File: src/rtl/cpu_controller.sv
// -----------------------------------------------------------------------------
// cpu_controller
//
// Purpose:
//   Moore-style instruction sequencer for a simple datapath. An instruction is
//   accepted in WAIT when s is high. Its opcode/op fields are captured at that
//   edge and steer the whole sequence. Later changes on the opcode/op inputs
//   are ignored until the next acceptance. Every output is decoded from the
//   state register and the captured instruction fields only. There is no
//   combinational path from any input to any output.
//
// Ports:
//   clk     in   datapath clock, rising-edge active
//   reset   in   asynchronous active-high reset, forces WAIT
//   s       in   start request, sampled only in WAIT
//   opcode  in   [2:0] instruction bits [15:13]
//   op      in   [1:0] instruction bits [12:11]
//   w       out  high only in WAIT (idle, ready for s)
//   nsel    out  [2:0] one-hot register select: 001=Rm, 010=Rd, 100=Rn
//   vsel    out  [1:0] writeback source: 00=C, 10=sximm8
//   loada   out  A register load enable
//   loadb   out  B register load enable
//   loadc   out  C register load enable
//   loads   out  status register load enable
//   asel    out  1 selects zero for the ALU A input
//   bsel    out  1 selects sximm5 for the ALU B input
//   write   out  register file write enable
// -----------------------------------------------------------------------------
module cpu_controller (
    input  logic       clk,
    input  logic       reset,
    input  logic       s,
    input  logic [2:0] opcode,
    input  logic [1:0] op,
    output logic       w,
    output logic [2:0] nsel,
    output logic [1:0] vsel,
    output logic       loada,
    output logic       loadb,
    output logic       loadc,
    output logic       loads,
    output logic       asel,
    output logic       bsel,
    output logic       write
);

    typedef enum logic [2:0] {
        S_WAIT      = 3'd0,
        S_DECODE    = 3'd1,
        S_WRITE_IMM = 3'd2,
        S_GET_A     = 3'd3,
        S_GET_B     = 3'd4,
        S_ALU_OP    = 3'd5,
        S_CMP_OP    = 3'd6,
        S_WRITE_REG = 3'd7
    } state_t;

    // Combined {opcode, op} codes of the supported instructions.
    localparam logic [4:0] INSN_MOV_IMM = 5'b110_10;
    localparam logic [4:0] INSN_MOV_REG = 5'b110_00;
    localparam logic [4:0] INSN_MVN     = 5'b101_11;
    localparam logic [4:0] INSN_ADD     = 5'b101_00;
    localparam logic [4:0] INSN_CMP     = 5'b101_01;
    localparam logic [4:0] INSN_AND     = 5'b101_10;

    state_t     state_q, state_d;
    logic [2:0] opcode_q, opcode_d;
    logic [1:0] op_q, op_d;
    logic [4:0] insn_s;

    assign insn_s = {opcode_q, op_q};

    // State and captured instruction fields; reset returns to an idle, cleared controller.
    always_ff @(posedge clk or posedge reset) begin
        if (reset) begin
            state_q  <= S_WAIT;
            opcode_q <= 3'b000;
            op_q     <= 2'b00;
        end else begin
            state_q  <= state_d;
            opcode_q <= opcode_d;
            op_q     <= op_d;
        end
    end

    // Next-state logic and instruction capture.
    always_comb begin
        state_d  = state_q;
        opcode_d = opcode_q;
        op_d     = op_q;
        case (state_q)
            S_WAIT: begin
                if (s) begin
                    state_d  = S_DECODE;
                    opcode_d = opcode;
                    op_d     = op;
                end else begin
                    state_d  = S_WAIT;
                end
            end
            S_DECODE: begin
                // Unsupported encodings drop straight back to WAIT with no side effects.
                if (insn_s == INSN_MOV_IMM) begin
                    state_d = S_WRITE_IMM;
                end else if ((insn_s == INSN_MOV_REG) || (insn_s == INSN_MVN)) begin
                    state_d = S_GET_B;
                end else if ((insn_s == INSN_ADD) || (insn_s == INSN_CMP) ||
                             (insn_s == INSN_AND)) begin
                    state_d = S_GET_A;
                end else begin
                    state_d = S_WAIT;
                end
            end
            S_WRITE_IMM: state_d = S_WAIT;
            S_GET_A:     state_d = S_GET_B;
            S_GET_B: begin
                if (insn_s == INSN_CMP) begin
                    state_d = S_CMP_OP;
                end else begin
                    state_d = S_ALU_OP;
                end
            end
            S_ALU_OP:    state_d = S_WRITE_REG;
            S_CMP_OP:    state_d = S_WAIT;
            S_WRITE_REG: state_d = S_WAIT;
            default:     state_d = S_WAIT;
        endcase
    end

    // Moore output decode from the state register and the captured fields.
    always_comb begin
        w     = 1'b0;
        nsel  = 3'b000;
        vsel  = 2'b00;
        loada = 1'b0;
        loadb = 1'b0;
        loadc = 1'b0;
        loads = 1'b0;
        asel  = 1'b0;
        bsel  = 1'b0;
        write = 1'b0;
        case (state_q)
            S_WAIT: w = 1'b1;
            S_DECODE: begin
                w = 1'b0;
            end
            S_WRITE_IMM: begin
                nsel  = 3'b100;
                vsel  = 2'b10;
                write = 1'b1;
            end
            S_GET_A: begin
                nsel  = 3'b100;
                loada = 1'b1;
            end
            S_GET_B: begin
                nsel  = 3'b001;
                loadb = 1'b1;
            end
            S_ALU_OP: begin
                loadc = 1'b1;
                // MOV reg and MVN pass B through, so A is forced to zero.
                if ((insn_s == INSN_MOV_REG) || (insn_s == INSN_MVN)) begin
                    asel = 1'b1;
                end else begin
                    asel = 1'b0;
                end
            end
            S_CMP_OP: begin
                loads = 1'b1;
            end
            S_WRITE_REG: begin
                nsel  = 3'b010;
                vsel  = 2'b00;
                write = 1'b1;
            end
            default: begin
                w = 1'b0;
            end
        endcase
    end

endmodule

File: config.mk
export PLATFORM = sky130hd
export DESIGN_NAME = cpu_controller
export DESIGN_NICKNAME = d
export VERILOG_FILES = /design/src/rtl/cpu_controller.sv
export SDC_FILE = /design/constraint.sdc
export NUM_CORES = 1
export LEC_CHECK = 0
export CAP_MARGIN = 20
export CORE_AREA = 5 5 42 44
export CTS_CLUSTER_SIZE = 24
export DETAILED_ROUTE_END_ITERATION = 10
export DIE_AREA = 0 0 47 49
export PLACE_DENSITY = 0.84
export REMOVE_ABC_BUFFERS = 1
export SKIP_CTS_REPAIR_TIMING = 1
export SYNTH_ARGS = -nofsm -noshare
export SYNTH_HDL_FRONTEND = slang
export SYNTH_SLANG_ARGS = --single-unit
export TNS_END_PERCENT = 50
File: constraint.sdc
create_clock -name clk -period 3.3 [get_ports clk]
set_input_delay 0.66 -clock clk [delete_from_list [all_inputs] [get_ports clk]]
set_output_delay 0.66 -clock clk [all_outputs]
set_load 0.005 [all_outputs]
==> impl_metrics.toml, run 1 <==
[power]
p_leak_nw = 0.294
powerDensity_nw_per_um2 = 858
ir_drop_mv = 0.462

[placed_design]
gp_congestion = 0.768
pre_cts_ws_ns = 0.980
dpl-instance-area_um2 = 719
placed_cells = 86
hpwl_um = 859
portBuffers = 18

[worst_setup_path]
crit_path_max_incr_delay_ns = 0.54
worstPathCellList = "nor4b_1 > o21ai_1 > nor4b_2 > clkdlybuf4s50_1"
critPathRequiredTime_ns = 2.64
crit_type = "reg -> out"
cp_slowest_cell = "clkdlybuf4s50_1"
cp-start-kind = "register"
reg2reg_slack_ns = 1.69
critPathArrivalTime_ns = 1.92
crit_fanout = 8
worst_setup_path_end_kind = "output pin"

[sta]
finalHoldViolCount = 0
fin_ws_ns = 0.717
rsz0062_at_grt = "no"
fin_tns_setup_ns = 0
max_freq_mhz = 387
finalCritPeriodShare_pct = 78.3
min_period_ns = 2.58
finalSetupViolations = 0
clock_skew_ns = 0.000932
slew_viol_final = 0

[logic_synthesis]
ys_ff_latch = 8
synth.distinct_cells = 30
synth_area_um2 = 556
syn_area_per_cell_um2 = 9.75
yosys_warnings = 0
seq_area_frac_synth_pct = 36.0
syn_inst = 57

[global_routing]
grt-ovfl-total = 0
first_global_vias = 437
grt_max_degree = 17
antenna_found_initial = 0
grt_pass1_wl_um = 1880
globalRouteTotalUtil_pct = 10.6

[floorplanning]
floorplan.initialDensity_pct = 39.6
die_w_um = 47
coreArea_um2 = 1400
die_area_um2 = 2300
ios = 21
die_h_um = 49
rows = 14

[run]
maxCapViolations = 0

[layout]
multi_input_area_um2 = 308
nets = 83
final.fill_count = 130
synthToLayoutAreaGrowth_pct = 33.6
instances_no_fill = 89
drive_gt1_share_pct = 15.1
regArea_um2 = 200
num_antenna_cells = 0
fin_area_um2 = 742

[cts]
cts.path.max_buffers = 2
numClockSinks = 8
cts.reportedPaths.clkPinSlew_ns = 0.06
numCtsBuffers = 3
cts_root_buffer = "clkbuf_4"
clk_latency_ns = 0.25
cts_tree = "yes"
htreeDepth = 1

[drt]
antenna_left = 0
via_per_inst = 5.15
vias = 458
drt_iter0_drc = 5
wl_per_cell_um = 12.6
route.detailed.drc = 0
wl_um = 1120
drt-pass1-iter-count = 2

[worst_hold_path]
hp-class = "reg -> reg"

[outcome]
status = "completed"
cell usage after synthesis, drive strengths merged:
library cell	count	area (um^2)
a21oi	1	5.00
and3	1	6.26
o21ai	4	20.0
conb	1	3.75
nor2b	2	12.5
clkbuf	1	3.75
buf	5	36.3
and4b	1	10.0
a2111oi	1	15.0
and3b	1	8.76
dfrtp	8	200
mux2	4	60.1
nand4b	1	8.76
nor3b	3	22.5
nor2	2	7.51
a41oi	1	8.76
xnor2	1	8.76
and2	3	18.8
nand3	3	15.0
nand2	3	11.3
nor3	3	20.0
inv	3	11.3
nor4b	3	32.5
a311oi	1	8.76
cell type report:
class                           count  area share [%]
Multi-Input combinational cell     41            41.5
Sequential cell                     8            27.0
Timing Repair Buffer               18            24.3
Clock buffer                        3            3.04
Tap cell                           16            2.70
Inverter                            3            1.52
cell usage in the layout, fill, tap and decap left out:
cell type / n
a2111oi_2: 1
a21oi_1: 1
a311oi_1: 1
a41oi_1: 1
and2_1: 3
and3_1: 1
and3b_1: 1
and4b_1: 1
clkbuf_4: 3
clkdlybuf4s50_1: 18
conb_1: 2
dfrtp_1: 8
inv_1: 2
inv_2: 1
mux2_4: 4
nand2_1: 3
nand3_1: 3
nand4b_1: 1
nor2_1: 2
nor2b_1: 2
nor3_1: 2
nor3_2: 1
nor3b_1: 3
nor4b_1: 2
nor4b_2: 1
o21ai_0: 2
o21ai_1: 2
xnor2_1: 1
where the power goes:
group	internal [mW]	total, mW	switching, mW
sequential	0.147	0.251	0.104
clock	0.0416	0.0747	0.0331
combinational	0.200	0.311	0.111
total	0.389	0.637	0.248
logic make-up (layout without fill, tap and decap cells):
group,after synthesis,in the layout,share of synthesized area [%]
buffers and inverters,9,24,9.23
other,1,2,0.675
DFF,8,8,36.0
xor gates and xnor gates,1,1,1.58
AOI/OAI and AO/OA,8,8,10.4
muxes,4,4,10.8
and+or+nand+nor,26,26,31.3
critical path: cells and delay by family (launching register included):
kind	cells	cell delay [ns]
buffers and inverters	1	0.54
and+or+nand+nor	2	0.55
DFF	1	0.45
AOI/OAI and AO/OA	1	0.14
per-stage QoR:
| step | total power, mW | utilization [%] | hold WS [ns] |
|---|---|---|---|
| 2_1_floorplan | 0.436 | - | 0.476 |
| 3_3_place_gp | 0.554 | 51.3 | 0.568 |
| 3_5_place_dp | 0.565 | 51.3 | 0.573 |
| 4_1_cts | 0.645 | 52.9 | 0.594 |
| 5_1_grt | 0.694 | 52.9 | 0.617 |
| 6_report | 0.637 | 52.9 | 0.595 |
path summary, 6_finish.rpt:
path                              from          end  cells past startpoint
max reg2reg                 state_q[0]  opcode_q[1]                      3
min in group asynchronous        reset  opcode_q[1]                      2
min                        opcode_q[2]  opcode_q[2]                      1
max                            op_q[0]         asel                      4
min reg2reg                opcode_q[2]  opcode_q[2]                      1
max in group asynchronous        reset   state_q[0]                      2
per-layer routing:
metal / global-route usage, % / part of all wire (%) / vias up
met5: 0 / 0 / -
met1: 15.2 / 45 / 203
li1: - / - / 235
met3: 2.21 / 8.2 / 0
met4: 2.76 / 0 / 0
met2: 15.8 / 46 / 20
sequential cells by signal, summed over array words and instances, names as in the netlist:
name	cells
op_q	2
state_q	3
opcode_q	3
Power figures use the tool's default switching activity.
==> run 2, diff against run 1 <==
- CORE_AREA: 5 5 42 44 -> not set
- CORE_MARGIN: not set -> 5
- CORE_UTILIZATION: not set -> 41
- DIE_AREA: 0 0 47 49 -> not set
- PLACE_DENSITY: 0.84 -> 0.83
- clock period: 3.3 -> 2.61 ns (I/O delays scaled with it)
==> impl_metrics.toml, run 2 (same netlist as run 1, synthesis figures left out) <==
[sta]
finalSetupViolations = 0
finalHoldViolCount = 0
clock_skew_ns = 0.000967
slew_viol_final = 0
rsz0062_at_grt = "no"
hold_ws_ns = 0.516
min_period_ns = 2.50
finalCritPeriodShare_pct = 95.8
max_freq_mhz = 400

[global_routing]
grt_max_degree = 17
first_global_vias = 395
grt_pass1_wl_um = 1780
antenna_found_initial = 0
globalRouteTotalUtil_pct = 12.3
grt-ovfl-total = 0

[floorplanning]
coreArea_um2 = 1280
die_area_um2 = 2190
die_w_um = 46.8
floorplan.initialDensity_pct = 43.2
ios = 21
rows = 13
die_h_um = 46.8

[placed_design]
gp_congestion = 0.830
hpwl_um = 816
placed_cells = 85
portBuffers = 18

[cts]
htreeDepth = 1
numCtsBuffers = 3
clk_latency_ns = 0.25
numClockSinks = 8
cts_tree = "yes"
cts_root_buffer = "clkbuf_4"
cts.reportedPaths.clkPinSlew_ns = 0.05
cts.path.max_buffers = 2

[drt]
drt-pass1-iter-count = 4
vias = 474
route.detailed.drc = 0
antenna_left = 0
wl_um = 1190
wl_per_cell_um = 13.5
via_per_inst = 5.39
drt_iter0_drc = 7

[outcome]
status = "completed"

[run]
maxCapViolations = 0

[worst_setup_path]
crit_path_start = "op_q[0]"
r2r-start = "state_q[0]"
worst_setup_path_end_kind = "output pin"
crit_fanout = 8
critPathRequiredTime_ns = 2.09
crit_type = "reg -> out"
cp-start-kind = "register"
critPathArrivalTime_ns = 1.98

[layout]
largest_registers = "opcode_q (3), state_q (3), op_q (2)"
num_antenna_cells = 0
synthToLayoutAreaGrowth_pct = 34.7
final_cell_mix = "clkdlybuf4s50_1 (18), dfrtp_1 (7), mux2_4 (4)"
instances_no_fill = 88
nets = 83
layout_commonest_cell = "clkdlybuf4s50_1"
drive_gt1_share_pct = 17.8

[power]
powerDensity_nw_per_um2 = 1090
ir_drop_mv = 0.512
p_leak_nw = 0.294

[worst_hold_path]
hp-class = "in -> async"
-- run 2: stage by stage --
step / setup slack (ns) / TNS, ns / utilization [%] / cell area [um^2] / power, mW
after global placement: 0.440 / 0 / 55.9 / 718 / 0.699
after floorplan: 1.01 / 0 / - / 519 / 0.551
after global routing: 0.0173 / 0 / 58.2 / 748 / 0.894
after CTS: -0.00483 / -0.00483 / 57.6 / 741 / 0.814
after detailed placement: 0.367 / 0 / 55.9 / 718 / 0.710
final: 0.109 / 0 / 58.2 / 748 / 0.818
-- run 2: power by group --
group          switching (mW)  internal (mW)
Sequential              0.139          0.188
Combinational           0.143          0.256
Clock                  0.0398         0.0524
Total                   0.323          0.496
-- run 2: critical path: stages, from the launching register on --
cell and delay [ns]:
dfrtp_2 0.45, nor4b_2 0.33, o21ai_1 0.16, nor4b_2 0.24
clkdlybuf4s50_1 0.54
-- run 2: cell type report --
cell class              count  area (um^2)
inverters                   3         11.3
flip-flops and latches      8          201
fillers                   127          537
well taps                  15         18.8
repair buffers             18          180
multi-input cells          41          314
clock buffers               3         22.5
-- run 2: layer usage --
layer / vias to the layer above / GRT usage, % / part of all wire [%]
met5: - / 0 / 0
met4: 0 / 9.94 / 4.2
met3: 8 / 5.75 / 8.7
met2: 23 / 16.3 / 47
met1: 205 / 15.0 / 40
li1: 238 / - / -
-- run 2: path summary, 6_finish.rpt --
path / to / slack, ns / cells past startpoint
worst max-delay path: asel / 0.11 / 4
worst min-delay path: state_q[1] / 0.52 / 2
worst max register to register: op_q[0] / 1.00 / 3
worst min register to register: opcode_q[2] / 0.59 / 1
max in group asynchronous: op_q[0] / 1.84 / 2
min in group clk: opcode_q[2] / 0.59 / 1
